### config.mk
export PLATFORM = sky130hd
export DESIGN_NAME = layer_seq
export DESIGN_NICKNAME = d
export VERILOG_FILES = /design/src/rtl/layer_seq.sv
export SDC_FILE = /design/constraint.sdc
export NUM_CORES = 1
export LEC_CHECK = 0
export BUFFER_PORTS_ARGS = -buffer_cell sky130_fd_sc_hd__clkbuf_2
export CAP_MARGIN = 0
export CELL_PAD_IN_SITES_DETAIL_PLACEMENT = 0
export CELL_PAD_IN_SITES_GLOBAL_PLACEMENT = 1
export CORE_MARGIN = 10
export CORE_UTILIZATION = 45
export CTS_BUF_LIST = sky130_fd_sc_hd__clkbuf_4
export CTS_CLUSTER_SIZE = 14
export DETAILED_ROUTE_END_ITERATION = 10
export HOLD_SLACK_MARGIN = 0.1
export PLACE_DENSITY = 0.8
export SLEW_MARGIN = 15
export SYNTH_ARGS = -nofsm -noshare
export SYNTH_HDL_FRONTEND = slang
export SYNTH_SLANG_ARGS = --single-unit
### constraint.sdc
create_clock -name clk -period 13.95 [get_ports clk]
set_input_delay 1.395 -clock clk [delete_from_list [all_inputs] [get_ports clk]]
set_output_delay 1.395 -clock clk [all_outputs]
set_load 0.02 [all_outputs]
### src/rtl/layer_seq.sv
// Layer sequencer: walks a descriptor table and steps tiny_dnn_top through weight load, bias load and run.
// Optional LAYER_SEQ_PERF_EN adds perf_cyc/perf_stall counters.
module layer_seq #(
  parameter int MAX_LAYERS = 4,
  parameter int F_NUM      = 16,
  localparam int LW        = (MAX_LAYERS > 1) ? $clog2(MAX_LAYERS) : 1
) (
  input  logic          clk,
  input  logic          rst_n,
  input  logic          cfg_we,
  input  logic [LW-1:0] cfg_idx,
  input  logic [111:0]  cfg_data,
  input  logic [LW:0]   nlayers,
  input  logic          start,
  input  logic          abort,
  input  logic          src_valid,
  input  logic          src_ready,
  input  logic          dst_valid,
  input  logic          dst_ready,
  input  logic          dst_last,
  output logic          wwrite,
  output logic          bwrite,
  output logic          run,
  output logic [11:0]   ss,
  output logic [3:0]    id,
  output logic [9:0]    is,
  output logic [4:0]    ih,
  output logic [4:0]    iw,
  output logic [11:0]   ds,
  output logic [3:0]    od,
  output logic [9:0]    os,
  output logic [4:0]    oh,
  output logic [4:0]    ow,
  output logic [7:0]    fs,
  output logic [2:0]    kh,
  output logic [2:0]    kw,
  output logic          busy,
  output logic          done,
  output logic [LW-1:0] layer,
`ifdef LAYER_SEQ_PERF_EN
  output logic [31:0]   perf_cyc,
  output logic [31:0]   perf_stall,
`endif
  output logic          err
);

  typedef enum logic [2:0] {IDLE, LOAD, WLD, BLD, RUN, NEXT, DONE} state_t;

  state_t        state, state_next;
  logic [111:0]  table_mem [MAX_LAYERS];
  logic [111:0]  desc_q;
  logic [12:0]   cnt, cnt_next, cnt_inc;
  logic [LW-1:0] layer_next;
  logic [LW:0]   nl_lat;
  logic [12:0]   cur_wn;
  logic [4:0]    cur_bn, bn_lim;
  logic [7:0]    cur_ns;
  logic          bn_over, nl_bad, hs_src, hs_dst, start_ok, err_phase, err_set;

  assign ss = desc_q[11:0];
  assign id = desc_q[15:12];
  assign is = desc_q[25:16];
  assign ih = desc_q[30:26];
  assign iw = desc_q[35:31];
  assign ds = desc_q[47:36];
  assign od = desc_q[51:48];
  assign os = desc_q[61:52];
  assign oh = desc_q[66:62];
  assign ow = desc_q[71:67];
  assign fs = desc_q[79:72];
  assign kh = desc_q[82:80];
  assign kw = desc_q[85:83];

  assign cur_wn  = desc_q[98:86];
  assign cur_bn  = desc_q[103:99];
  assign cur_ns  = desc_q[111:104];
  assign bn_over = cur_bn > 5'(F_NUM);
  assign bn_lim  = bn_over ? 5'(F_NUM) : cur_bn;
  assign nl_bad  = (nl_lat == '0) || (nl_lat > (LW+1)'(MAX_LAYERS));
  assign hs_src  = src_valid & src_ready;
  assign hs_dst  = dst_valid & dst_ready & dst_last;
  assign cnt_inc = cnt + 13'd1;
  assign start_ok = (state == IDLE) && start && !abort;
  assign err_set  = err_phase || (cfg_we && state != IDLE);

  always_ff @(posedge clk) begin
    if (cfg_we && state == IDLE)
      table_mem[cfg_idx] <= cfg_data;
  end

  // Beat counter is cleared on every phase exit, so it always starts at 0 on entry.
  always_comb begin
    state_next = state;
    cnt_next   = cnt;
    layer_next = layer;
    err_phase  = 1'b0;
    case (state)
      IDLE: if (start) begin
        state_next = LOAD;
        layer_next = '0;
      end
      LOAD: begin
        if (nl_bad || cur_ns == 8'd0) begin
          err_phase  = 1'b1;
          state_next = DONE;
        end else begin
          err_phase = bn_over;
          if (cur_wn != 13'd0)      state_next = WLD;
          else if (bn_lim != 5'd0)  state_next = BLD;
          else                      state_next = RUN;
        end
      end
      WLD: if (hs_src) begin
        if (cnt_inc == cur_wn) begin
          cnt_next   = '0;
          state_next = (bn_lim != 5'd0) ? BLD : RUN;
        end else cnt_next = cnt_inc;
      end
      BLD: if (hs_src) begin
        if (cnt_inc == {8'd0, bn_lim}) begin
          cnt_next   = '0;
          state_next = RUN;
        end else cnt_next = cnt_inc;
      end
      RUN: if (hs_dst) begin
        if (cnt_inc == {5'd0, cur_ns}) begin
          cnt_next   = '0;
          state_next = NEXT;
        end else cnt_next = cnt_inc;
      end
      NEXT: begin
        if (({1'b0, layer} + (LW+1)'(1)) < nl_lat) begin
          layer_next = layer + LW'(1);
          state_next = LOAD;
        end else state_next = DONE;
      end
      DONE:    state_next = IDLE;
      default: state_next = IDLE;
    endcase
    if (abort) begin
      state_next = IDLE;
      cnt_next   = '0;
      layer_next = layer;
      err_phase  = 1'b0;
    end
  end

  // Controls are registered off the next state so they line up with the state they belong to.
  always_ff @(posedge clk or negedge rst_n) begin
    if (!rst_n) begin
      state  <= IDLE;
      cnt    <= '0;
      layer  <= '0;
      nl_lat <= '0;
      desc_q <= '0;
      wwrite <= 1'b0;
      bwrite <= 1'b0;
      run    <= 1'b0;
      busy   <= 1'b0;
      done   <= 1'b0;
      err    <= 1'b0;
    end else begin
      state  <= state_next;
      cnt    <= cnt_next;
      layer  <= layer_next;
      wwrite <= (state_next == WLD);
      bwrite <= (state_next == BLD);
      run    <= (state_next == RUN);
      busy   <= (state_next != IDLE);
      done   <= (state_next == DONE);
      if (start_ok) nl_lat <= nlayers;
      if (state_next == LOAD && state != LOAD) desc_q <= table_mem[layer_next];
      if (start_ok)     err <= 1'b0;
      else if (err_set) err <= 1'b1;
    end
  end

`ifdef LAYER_SEQ_PERF_EN
  logic stall;
  assign stall = ((state == WLD || state == BLD) && !hs_src) || (state == RUN && !hs_dst);

  always_ff @(posedge clk or negedge rst_n) begin
    if (!rst_n) begin
      perf_cyc   <= '0;
      perf_stall <= '0;
    end else begin
      if (start_ok)                              perf_cyc <= '0;
      else if (state != IDLE && perf_cyc != '1)  perf_cyc <= perf_cyc + 32'd1;
      if (stall && perf_stall != '1)             perf_stall <= perf_stall + 32'd1;
    end
  end
`endif

endmodule

; ---- After elaboration in Yosys (flattened, before gate mapping)
; Memory sizes are Yosys's and may differ from the RTL's. A register that Yosys moved wholly into a read port is not among the register bits.
; Cells that the tools add are included.
[op_classes]
n_addsub = 3
n_lt_le_gt_ge = 3
eq_ne = 17
muxes = 33
bitwise = 3
n_reduce_logical = 20
[ops]
columns = cell, n
row1 = 13-bit 2-to-1 mux, 7
row2 = 13-bit one-hot mux with 3 select lines, 1
row3 = 3-bit 2-to-1 mux, 12
row4 = 3-bit one-hot mux with 6 select lines, 1
row5 = "13-bit by 1-bit adder with 13-bit output, second input constant", 1
row6 = 13-bit equality test, 1
row7 = 13-bit by 5-bit equality test with 1-bit output, 1
row8 = 13-bit by 8-bit equality test with 1-bit output, 1
row9 = 13-bit nonzero test, 1
row10 = "3-bit by 2-bit equality test with 1-bit output, second input constant", 4
row11 = "3-bit equality test, second input constant", 4
row12 = "3-bit != test, second input constant", 3
row13 = 8-bit zero test, 1
row14 = 1-bit 2-to-1 mux, 7
row15 = "3-bit by 1-bit equality test with 1-bit output, second input constant", 2
row16 = 3-bit zero test, 2
row17 = 2-bit 2-to-1 mux, 3
row18 = 3-bit nonzero test, 2
row19 = "5-bit > comparator, second input constant", 1
row20 = 1-bit logical AND, 5
row21 = 5-bit 2-to-1 mux, 1
row22 = 5-bit nonzero test, 1
row23 = 2-bit one-hot mux with 2 select lines, 1
row24 = 4-bit AND reduction, 1
row25 = other kinds (10), 15
[totals]
regBits = 27
ramBits = 448
output_inout_bits = 94
elab_cells = 90
mem_count = 1
[memory_table]
columns = name, words, width, read_ports, rd_ports_with_merged_regs, write_ports, line
row1 = table_mem, 4, 112, 1, 1, 1, 50  ; logic [111:0] table_mem [MAX_LAYERS];

; ---- Longest topological paths before layout
; Gate-level depths: netlist (run 1).
[logic_depth]
ltp_word = 10
mapped_depth = 14

; ---- Worst setup path before layout (run 1)
; Ideal clock, no wire load.
[synth_timing]
path_kind = input to register
startpoint = input port cfg_we
endpoint = memory table_mem[0][0] (enable)
setup_ns = 0.745
arrival_ns = 9.654
required_time_ns = 13.205
setup_slack_ns = 3.551
path_stages = 2
cell_sequence = and2_1 -> nor3b_1
[synth_between]
elab_chain_cells = 3
[synth_rtl]
columns = item, line
row1 = "start, declared", 10  ; input logic cfg_we,
row2 = 1-bit logical AND, 87  ; if (cfg_we && state == IDLE)
row3 = 1-bit 2-to-1 mux, 87
row4 = 1-bit 2-to-1 mux (implied by the code), 88  ; table_mem[cfg_idx] <= cfg_data;
row5 = "end, declared", 50
; Every way passes these cells.

; ---- Final worst setup path (run 1)
[layout_timing]
startpoint = register layer[0]
endpoint = register desc_q[95], read port of table_mem
[layout_between]
elab_chain_cells = 7
[layout_rtl]
columns = item, line
row1 = "start, declared", 39  ; output logic [LW-1:0] layer,
row2 = "start signal, assigned", 165  ; layer <= layer_next;
row3 = 2-bit by 1-bit adder with 3-bit output, 132  ; if (({1'b0, layer} + (LW+1)'(1)) < nl_lat) begin
row4 = 3-bit less-than comparator, 132
row5 = 3-bit 2-to-1 mux, 132
row6 = 3-bit one-hot mux with 6 select lines, 97  ; case (state)
row7 = 3-bit 2-to-1 mux, 140  ; if (abort) begin
row8 = 3-bit by 1-bit equality test with 1-bit output, 172  ; if (state_next == LOAD && state != LOAD) desc_q <= table_mem[layer_next];
row9 = 1-bit logical AND, 172
row10 = "end, declared", 51  ; logic [111:0] desc_q;
; Several ways; a longest one is shown, not always the timed one.
; A chain may end at the register's enable or synchronous reset.

==> results of run 1 <==
==> per-stage QoR <==
stage	total power, mW	instances	instance area (um^2)	setup slack [ps]
2_1_floorplan	3.21	1675	24200	3550
4_1_cts	4.90	2682	27100	8700
6_report	4.82	2688	27100	8690
5_1_grt	5.11	2686	27100	8360
3_5_place_dp	3.44	2404	25200	8340
3_3_place_gp	3.41	2404	25200	8480
==> cell usage in the layout (no fill, tap or decap), types with 5 or more instances in the layout <==
cell type,count
a211oi_1,114
a21oi_1,14
and4_1,7
buf_4,14
clkbuf_2,219
clkbuf_4,212
clkinv_1,48
clkinv_2,5
dfrtp_1,139
diode_2,6
edfxtp_1,448
inv_1,5
inv_2,7
mux2i_1,113
nand2_1,31
nand2b_1,9
nand3_1,12
nand3b_1,5
nand4_1,8
nor2_1,137
nor2b_1,15
nor3_1,20
nor4_1,8
nor4b_1,5
o211ai_1,6
o21a_1,8
o21ai_0,20
o31ai_1,115
or3_1,119
xnor2_1,15
xor2_1,11
==> worst max-delay path by stage <==
stage / start / to / slack (ps) / cells after the start
after floorplan: cfg_we / table_mem[0][0]$_DFFE_PP_ / 3550 / 2
after global placement: abort / desc_q[46]$_DFFE_PN0P_ / 8480 / 10
after detailed placement: abort / desc_q[95]$_DFFE_PN0P_ / 8340 / 10
after CTS: layer[0]$_DFF_PN0_ / desc_q[99]$_DFFE_PN0P_ / 8700 / 12
after global routing: layer[0]$_DFF_PN0_ / desc_q[5]$_DFFE_PN0P_ / 8360 / 12
final: layer[0]$_DFF_PN0_ / desc_q[95]$_DFFE_PN0P_ / 8690 / 12
==> tightest hold or removal path, stage by stage (launching register included) <==
cell     delay, ps
dfrtp_1        380
nand2_1         60
nand2_1         60
==> layer usage <==
layer / global-route usage [%] / vias up / wire length, um
li1: - / 6872 / -
met1: 21.0 / 7342 / 23300
met2: 29.9 / 379 / 28600
met3: 6.17 / 88 / 3660
met4: 6.72 / 12 / 950
met5: 0 / - / 73
==> cells by family (layout without fill, tap and decap cells) <==
family                   after synthesis  count (layout)  share of synthesized area, %
AND/OR/NAND/NOR                      417             417                          9.38
buffers and inverters                209             520                          5.07
multiplexers                         113             113                          4.67
AO/OA/AOI/OAI                        318             318                          9.82
other                                  0               6                             0
flip-flops                           587             587                          69.8
adder cells (fa/ha/maj)                4               4                         0.206
XOR/XNOR                              27              27                          1.01
==> flip-flops by register name (all words and copies together), names as in the netlist <==
signal / cells
busy: 1
bwrite: 1
cnt: 13
desc_q: 112
done: 1
err: 1
layer: 2
nl_lat: 3
run: 1
state: 3
table_mem: 448
wwrite: 1
==> power groups by stage <==
stage	registers (mW)	clock network, mW	logic [mW]
6_report	2.36	1.43	1.02
2_1_floorplan	2.34	0	0.869
4_1_cts	2.37	1.49	1.04
5_1_grt	2.39	1.59	1.13
3_3_place_gp	2.39	0	1.02
3_5_place_dp	2.40	0	1.04
==> layout make-up <==
cell class              instances  share of cell area [%]
flip-flops and latches        587                    62.4
inverters                       6                  0.0876
well taps                     696                    3.21
diodes                          6                  0.0553
multi-input cells             879                    22.6
repair buffers                236                    4.61
clock buffers                 212                    5.86
clock inverters                66                    1.21
==> impl_metrics.csv, run 1 <==
group,metric,value,unit
synthesis,synthTopCellsByCount,"448 x edfxtp_1, 139 x dfrtp_1, 139 x nor2_1, 119 x or3_1, 115 x o31ai_1",
grt,grt_usage,17.9,%
detailed_routing,drt_iter0_markers,844,
cts,cts_tree,"yes",
floorplanning,initial_utilization,45.2,%
floorplanning,coreArea,0.0536,mm^2
setup_path,arrival,6090,ps
timing,whs,537,ps
cts,numCtsBuffers,149,
power_and_ir_drop,p_leak,10.4,nW
grt,antenna_found_initial,12,
detailed_routing,drtPass1Iterations,5,
cts,root_buffer,"clkbuf_4",
final_layout,multiInputGateArea,0.00613,mm^2
detailed_routing,drc,0,
timing,worstMarginPinSlew,1140,ps
synthesis,yosysMostFrequentCell,"edfxtp_1",
setup_path,slowest_stage,"buf_4",
synthesis,synth.cell_area,0.0242,mm^2
synthesis,synth.area.top_cells,"edfxtp_1 55%, dfrtp_1 14%, mux2i_1 4.7%, o31ai_1 3.6%, a211oi_1 3.5%",
final_layout,final_layout_size_suffix_gt1_share,24.7,%
synthesis,synthesis.nets,1806,
power_and_ir_drop,seqPwrFrac,49.0,%
cts,clockBufferDepth,3,
timing,timing.final.crit_period,5260,ps
worst_hold_path,min_to,"nl_lat[0]$_DFFE_PN0P_",
grt,overflow,0,
detailed_routing,vias,14693,
synthesis,netlist_instances,1675,
worst_hold_path,hp-class,"register to register",
detailed_routing,wl_per_cell,21.1,um
setup_path,slowest_delay,850,ps
grt,grt_pass1_wl,87.1,mm
cts,htree_levels,4,
placement,globalplace.congestion,0.847,
setup_path,path_delay_family,"buffers and inverters",
synthesis,ys_seq_area_share,69.8,%
detailed_routing,wl,56.6,mm
setup_path,r2r-end,"desc_q[95]$_DFFE_PN0P_",
synthesis,synth_top_flop_cell,"edfxtp_1",
grt,grt_max_degree,113,
setup_path,ff2ff_setup_slack,8690,ps
power_and_ir_drop,pwr-share-comb,21.2,%
worst_hold_path,min_from,"nl_lat[0]$_DFFE_PN0P_",
setup_path,worst_setup_path_end_kind,"register",
cts,cts_resized,0,
synthesis,yosysTopAreaCellShare,55.5,%
run,maxCapViolations,0,
floorplanning,fp-row-count,85,
setup_path,rr_startpoint,"layer[0]$_DFF_PN0_",
worst_hold_path,holdPathStages,2,
detailed_routing,via_per_inst,5.47,
timing,skew,68.9,ps
timing,setup_viol,0,
timing,fmax,0.190,GHz
timing,drv_slew,0,
floorplanning,num_io_pins,221,
synthesis,ys_async_sr_fraction,23.7,%
power_and_ir_drop,p_int,3.27,mW
timing,fin_crit_sh,37.7,%
cts,clkSinkCount,587,
floorplanning,dieWidth,252,um
synthesis,synth_edf_count,448,
setup_path,required,14780,ps
placement,dpl.hpwl,31.8,mm
synthesis,ys_seq_elements,587,
synthesis,synth_cell_types,74,
final_layout,syn2layout_area_growth,12.0,%
status,status,"complete, no violations",
setup_path,cp-start-kind,"register",
final_layout,final_core_util,50.6,%
grt,grt_pass1_vias,15403,
cts,clk_latency,960,ps
final_layout,final_nets,1990,
setup_path,path_cells,"ha_1, ha_1, a21boi_1, o21ai_1, and4bb_1, and2_4, nand2b_4, buf_4, buf_4, or3_1, o31ai_1, a211oi_1",
cts,path_clk_slew,60,ps
power_and_ir_drop,pwr-share-clk,29.7,%
floorplanning,die_h,252,um
setup_path,r2r.worst_path.cells,12,
synthesis,synth-warning-count,0,
final_layout,ff_latch_area,0.0169,mm^2
synthesis,yosys.area.top_type,"edfxtp_1",
setup_path,crit_fanout,103,
timing,setup-tns-final,0,ps
power_and_ir_drop,p_sw,1.55,mW
setup_path,crit_type,"register to register",
power_and_ir_drop,p_sw_share,32.2,%
detailed_routing,ant_nets,0,
cts,post_cts_buffers,0,
synthesis,synth.avg_cell_area,14.5,um^2
floorplanning,dieArea,0.0635,mm^2
setup_path,path_buf_inv,2,
cts,hold_buffers,0,
power_and_ir_drop,power_density,178,mW/mm^2
power_and_ir_drop,irDropWorstVdd,0.000107,V
timing,finalHoldViolations,0,
placement,io_buffers,220,
timing,maxSlewHeadroom,24.3,%
final_layout,fillers,4644,
timing,rsz0062_at_grt,"false",
Power figures use the tool's default switching activity.
==> inputs of run 2 (changes only) <==
==> constraint.sdc (replaced) <==
create_clock -name clk -period 5.2 [get_ports clk]
set_input_delay 0.52 -clock clk [delete_from_list [all_inputs] [get_ports clk]]
set_output_delay 0.52 -clock clk [all_outputs]
set_load 0.02 [all_outputs]
==> run 2 against run 1 <==
Hold slack lost 350 ps. Register-to-register slack lost 8000 ps. Largest power group unchanged. Worst setup slack lost 8000 ps. Clock-buffer cell count grew 23. Critical path depth shrank 1. Fmax grew 16%. Non-clock buffer count grew 131. Sequential share of layout area shrank 3.4 points.
==> impl_metrics.csv, run 2 (synthesized netlist as in run 1, its figures left out) <==
group,metric,value,unit
grt,grt_usage,18.4,%
setup_path,crit_fanout,170,
timing,rsz0062_at_grt,"false",
placement,post_dp_cell_area,0.0253,mm^2
placement,io_buffers,220,
final_layout,final_layout_size_suffix_gt1_share,24.2,%
cts,clockBufferDepth,3,
final_layout,final_common_cell,"edfxtp_1",
cts,path_clk_slew,60,ps
floorplanning,fp-row-count,85,
floorplanning,coreArea,0.0536,mm^2
power_and_ir_drop,irDropWorstVdd,0.000350,V
cts,clkSinkCount,587,
timing,worstMarginPinSlew,1280,ps
detailed_routing,drc,0,
setup_path,cp-start-kind,"register",
floorplanning,die_h,252,um
final_layout,final_nets,2121,
final_layout,layout_common_cells,"448 x edfxtp_1, 235 x clkbuf_4, 219 x clkbuf_2",
timing,skew,67.7,ps
run,maxCapViolations,0,
detailed_routing,drtPass1Iterations,7,
detailed_routing,vias,15321,
setup_path,ff2ff_setup_slack,670,ps
power_and_ir_drop,p_leak,11.1,nW
cts,post_cts_buffers,0,
cts,cts_tree,"yes",
timing,timing.final.crit_period,4530,ps
final_layout,fin_cells,2810,
detailed_routing,via_per_inst,5.45,
setup_path,crit_type,"register to register",
setup_path,r2r-end,"desc_q[15]$_DFFE_PN0P_",
cts,root_buffer,"clkbuf_4",
grt,grt_max_degree,171,
worst_hold_path,hp-class,"input port to asynchronous set/reset pin",
placement,dpl.hpwl,31.5,mm
detailed_routing,wl_per_cell,20.6,um
setup_path,arrival,5360,ps
setup_path,required,6040,ps
cts,htree_levels,4,
timing,maxSlewHeadroom,14.3,%
floorplanning,initial_utilization,45.2,%
cts,numCtsBuffers,149,
final_layout,top_regs,"table_mem: 448 flops, desc_q: 112 flops, cnt: 13 flops",
setup_path,cp-endpoint,"desc_q[15]$_DFFE_PN0P_",
timing,fin_crit_sh,87.0,%
status,status,"complete, no violations",
timing,setup_viol,0,
setup_path,rr_startpoint,"layer[0]$_DFF_PN0_",
detailed_routing,wl,58.0,mm
floorplanning,dieWidth,252,um
placement,globalplace.congestion,0.853,
setup_path,worst_setup_path_end_kind,"register",
grt,grt_pass1_vias,16304,
cts,clk_latency,970,ps
timing,finalHoldViolations,0,
grt,overflow,0,
power_and_ir_drop,power_density,466,mW/mm^2
setup_path,r2r.worst_path.cells,11,
final_layout,largest_register_ffs,448,
setup_path,worstSetupStartpoint,"layer[0]$_DFF_PN0_",
detailed_routing,drt_iter0_markers,979,
grt,antenna_found_initial,4,
floorplanning,dieArea,0.0635,mm^2
final_layout,finalInstanceArea,0.0287,mm^2
detailed_routing,ant_nets,0,
timing,drv_slew,0,
final_layout,final_core_util,53.5,%
grt,grt_pass1_wl,90.5,mm
final_layout,syn2layout_area_growth,18.3,%
timing,fmax,0.221,GHz
final_layout,largest-register,"table_mem",
placement,dp_cells,2403,
floorplanning,num_io_pins,221,
==> run 2: cell count changes in the layout (fill, tap and decap cells not counted) <==
cell           change
clkinv_4           -1
inv_2              -5
nor3b_2            -1
clkinv_2           +1
buf_4              -8
clkinv_1          -29
dlygate4sd3_1    +132
nor3b_4            +1
clkbuf_4          +23
diode_2            -2
clkinvlp_4         +1
buf_12             +7
bufinv_16          +3
==> run 2: through the flow <==
stage	TNS (ps)	total power, mW	worst slack (ps)	hold WS, ps
after global placement	0	9.16	1180	490
after global routing	0	14.1	584	152
final	0	13.4	675	191
after detailed placement	0	9.24	931	507
after CTS	0	13.5	849	107
after floorplan	-71170	8.60	-635	224
==> run 2: power by group <==
part | switching [mW] | total, mW | internal, mW
registers | 0.509 | 6.36 | 5.85
clock network | 1.82 | 4.12 | 2.30
logic | 1.85 | 2.88 | 1.03
==> run 2: timing repair <==
| action | 4_1_cts | 5_1_grt |
|---|---|---|
| hold endpoints to repair | 568 | 0 |
| endpoints found under the setup margin | 0 | 0 |
| hold buffers | 132 | 0 |
| gates resized for setup | 0 | 0 |
==> run 2: worst min-delay path by stage <==
stage,start,to,slack (ps),depth (start not counted)
final,rst_n,desc_q[1]$_DFFE_PN0P_,190,2
after global routing,rst_n,desc_q[1]$_DFFE_PN0P_,150,2
after CTS,rst_n,desc_q[43]$_DFFE_PN0P_,110,2
after detailed placement,err$_DFFE_PN0P_,err$_DFFE_PN0P_,510,2
after global placement,layer[1]$_DFF_PN0_,layer[1]$_DFF_PN0_,490,1
after floorplan,rst_n,busy$_DFF_PN0_,220,0
==> run 2: critical path: stages, from the launching register on <==
cell	delay (ps)
dfrtp_1	450
ha_1	350
ha_1	270
a21boi_1	130
o21ai_1	200
and4bb_1	270
nor2_1	110
a21oi_4	210
buf_12	600
buf_4	800
mux2i_1	240
a211oi_1	300
==> run 2: area by class of cell <==
class	instances	area (um^2)
timing repair buffer	367	2650
tap	696	871
inverter	6	23.8
antenna	4	10.0
clock inverter	36	294
multi-input combinational	879	6140
fill	4484	24900
clock buffer	235	1760
sequential	587	16900
==> run 2: metal layers <==
| metal | vias up | wire, um | track usage (%) |
|---|---|---|---|
| met5 | - | 7 | 0 |
| met4 | 2 | 1040 | 6.96 |
| met3 | 81 | 3840 | 5.49 |
| met2 | 470 | 29500 | 31.4 |
| met1 | 7647 | 23600 | 21.5 |
| li1 | 7121 | - | - |
==> inputs of run 3 (changes only) <==
--- a/config.mk
+++ b/config.mk
@@ -5,6 +5,7 @@
 export SDC_FILE = /design/constraint.sdc
 export NUM_CORES = 1
 export LEC_CHECK = 0
+export ABC_AREA = 1
 export BUFFER_PORTS_ARGS = -buffer_cell sky130_fd_sc_hd__clkbuf_2
 export CAP_MARGIN = 0
 export CELL_PAD_IN_SITES_DETAIL_PLACEMENT = 0
@@ -15,7 +16,7 @@
 export CTS_CLUSTER_SIZE = 14
 export DETAILED_ROUTE_END_ITERATION = 10
 export HOLD_SLACK_MARGIN = 0.1
-export PLACE_DENSITY = 0.8
+export PLACE_DENSITY = 0.83
 export SLEW_MARGIN = 15
 export SYNTH_ARGS = -nofsm -noshare
 export SYNTH_HDL_FRONTEND = slang
==> run 3 against run 2 <==
Power decreased by 2.2%. First-iteration DRC count increased by 7.7%. Non-clock buffer count increased by 1. Clock-buffer cell count decreased by 22. Worst setup slack improved by 740 ps. Largest cell class unchanged.
==> impl_metrics.csv, run 3 <==
group,metric,value,unit
cts,post_cts_buffers,0,
grt,grt_pass1_vias,17032,
setup_path,crit_type,"register to register",
cts,clk_latency,960,ps
power_and_ir_drop,total_power,13.1,mW
detailed_routing,wl,57.1,mm
cts,clockBufferDepth,3,
detailed_routing,met3_length,3.30,mm
cts,cts_tree,"yes",
grt,antenna_found_initial,6,
floorplanning,coreArea,0.0529,mm^2
timing,whs,290,ps
final_layout,finalInstanceArea,0.0287,mm^2
setup_path,arrival,4680,ps
final_layout,largest-register,"table_mem",
power_and_ir_drop,seqPwrFrac,47.6,%
placement,io_buffers,220,
cts,clkSinkCount,587,
placement,globalplace.congestion,0.844,
final_layout,final_nets,2599,
detailed_routing,drtPass1Iterations,5,
setup_path,crit_fanout,7,
detailed_routing,drc,0,
run,maxCapViolations,0,
timing,setup-tns-final,0,ps
worst_hold_path,holdPathStages,9,
grt,grt_pass1_wl,90.7,mm
placement,dp_slack,1460,ps
power_and_ir_drop,pwr-share-clk,32.3,%
setup_path,r2r.worst_path.cells,15,
timing,skew,64.7,ps
detailed_routing,wl_per_cell,17.4,um
synthesis,ys_async_sr_fraction,23.7,%
synthesis,synth_edf_count,448,
power_and_ir_drop,p_leak,11.6,nW
synthesis,yosys.area.top_type,"edfxtp_1",
synthesis,netlist_instances,2131,
synthesis,ys_seq_elements,587,
final_layout,largest_register_ffs,448,
power_and_ir_drop,irDropWorstVdd,0.000275,V
synthesis,synth.area.top_cells,"edfxtp_1 56%, dfrtp_1 14%, nand2_1 10%, nor2_1 4.3%, o31a_1 4.1%",
detailed_routing,wl_met2,29.1,mm
timing,worstMarginPinSlew,1130,ps
grt,grt_max_degree,137,
synthesis,synth-warning-count,0,
detailed_routing,wirelength_met1,23.4,mm
power_and_ir_drop,pwr-share-comb,20.2,%
timing,fin_ws,1410,ps
final_layout,fillers,4523,
cts,cts_resized,0,
synthesis,ys_seq_area_share,70.1,%
timing,timing.final.crit_period,3790,ps
cts,numCtsBuffers,154,
synthesis,synth.avg_cell_area,11.3,um^2
setup_path,required,6090,ps
detailed_routing,vias,16408,
synthesis,synthesis.nets,2262,
synthesis,yosysMostFrequentCell,"nand2_1",
cts,root_buffer,"clkbuf_4",
power_and_ir_drop,power_density,455,mW/mm^2
placement,dpl.hpwl,32.0,mm
status,status,"complete, no violations",
floorplanning,fp-row-count,84,
floorplanning,die_h,252,um
timing,fmax,0.264,GHz
synthesis,yosysTopAreaCellShare,55.7,%
timing,drv_slew,0,
setup_path,worst_setup_path_end_kind,"register",
setup_path,cp-start-kind,"register",
floorplanning,num_io_pins,221,
power_and_ir_drop,p_sw,4.06,mW
synthesis,synth_cell_types,35,
final_layout,layout_common_cells,"674 x nand2_1, 448 x edfxtp_1, 275 x nor2_1",
timing,setup_viol,0,
final_layout,top_regs,"table_mem: 448 flops, desc_q: 112 flops, cnt: 13 flops",
detailed_routing,drt_iter0_markers,1054,
final_layout,final_core_util,54.4,%
timing,finalHoldViolations,0,
cts,path_clk_slew,70,ps
placement,dp_cells,2867,
synthesis,synthTopCellsByCount,"674 x nand2_1, 448 x edfxtp_1, 275 x nor2_1, 139 x dfrtp_1, 114 x o21ai_1",
final_layout,final_common_cell,"nand2_1",
floorplanning,dieWidth,252,um
final_layout,syn2layout_area_growth,18.9,%
cts,htree_levels,4,
power_and_ir_drop,p_sw_share,31.1,%
timing,maxSlewHeadroom,24.7,%
floorplanning,dieArea,0.0634,mm^2
detailed_routing,via_per_inst,4.99,
timing,rsz0062_at_grt,"false",
floorplanning,initial_utilization,45.7,%
grt,overflow,0,
placement,post_dp_cell_area,0.0253,mm^2
detailed_routing,top_layer_used,"met5",
timing,fin_crit_sh,72.8,%
final_layout,final_layout_size_suffix_gt1_share,19.3,%
synthesis,synth_top_flop_cell,"edfxtp_1",
worst_hold_path,hp-class,"input port to register",
final_layout,fin_cells,3286,
detailed_routing,ant_nets,0,
grt,grt_usage,18.2,%
power_and_ir_drop,p_int,9.00,mW
synthesis,synth.cell_area,0.0242,mm^2
==> run 3: cell count changes after synthesis, sizes merged, moves of 98 or more <==
cell / delta
nor2: +141
or3: -119
o21ai: +98
mux2i: -112
a211oi: -116
o31ai: -116
nand2: +647
o31a: +112
==> run 3: path summary, 6_finish.rpt <==
check	from	end	slack, ps
setup / recovery	cnt[0]$_DFFE_PN0P_	wwrite$_DFF_PN0_	1410
hold / removal	start	busy$_DFF_PN0_	290
setup reg to reg	cnt[0]$_DFFE_PN0P_	wwrite$_DFF_PN0_	1410
hold reg to reg	desc_q[3]$_DFFE_PN0P_	desc_q[3]$_DFFE_PN0P_	490
max in group asynchronous	rst_n	cnt[12]$_DFFE_PN0P_	3100
min in group asynchronous	rst_n	desc_q[61]$_DFFE_PN0P_	730
==> run 3: final cells by class <==
| cell class | count | area, um^2 | share of cell area [%] |
|---|---|---|---|
| antenna | 4 | 10.0 | 0.0348 |
| clock buffer | 213 | 1600 | 5.56 |
| clock inverter | 69 | 507 | 1.76 |
| inverter | 56 | 215 | 0.749 |
| multi-input combinational | 1301 | 5950 | 20.7 |
| sequential | 587 | 16900 | 58.9 |
| tap | 688 | 861 | 3.00 |
| timing repair buffer | 368 | 2660 | 9.27 |
==> run 3: cells by family (layout without fill, tap and decap cells) <==
kind of cell	Yosys count	after routing	share of synthesized area, %
xor+xnor	6	6	0.217
buf+inv	243	706	5.61
simple gates	1039	1039	16.8
flops	587	587	70.1
other cells	0	4	0
mux	1	1	0.0414
fa+ha+maj	4	4	0.207
compound gates	251	251	7.04
==> run 3: worst max-delay path, cell delays in order (launching register included) <==
cell	delay, ps
dfrtp_1	510
ha_1	350
nand2_1	160
nor2_2	220
nand2_1	100
nand2_1	190
nor2_1	60
nor2_1	110
nand4_1	110
nor2_1	280
nand4_1	220
nand3_1	170
nand3_1	70
dlygate4sd3_1	570
nor2_1	80
dlygate4sd3_1	540
==> run 3: power groups by stage <==
| stage | sequential [mW] | clock [mW] | combinational, mW |
|---|---|---|---|
| 5_1_grt | 6.29 | 4.61 | 2.95 |
| 2_1_floorplan | 6.18 | 0 | 2.14 |
| 4_1_cts | 6.21 | 4.35 | 2.69 |
| 3_3_place_gp | 6.29 | 0 | 2.52 |
| 6_report | 6.22 | 4.21 | 2.64 |
| 3_5_place_dp | 6.30 | 0 | 2.57 |
==> run 3: what timing repair did <==
item	CTS	global route
hold buffers	133	0
endpoints found under the setup margin	0	0
endpoints found under the hold margin	542	0
==> run 3: metal layers <==
metal  global-route usage, %  vias up
li1                        -     7969
met1                    20.9     7960
met2                    31.2      391
met3                    5.76       84
met4                    7.41        4
met5                       0        -
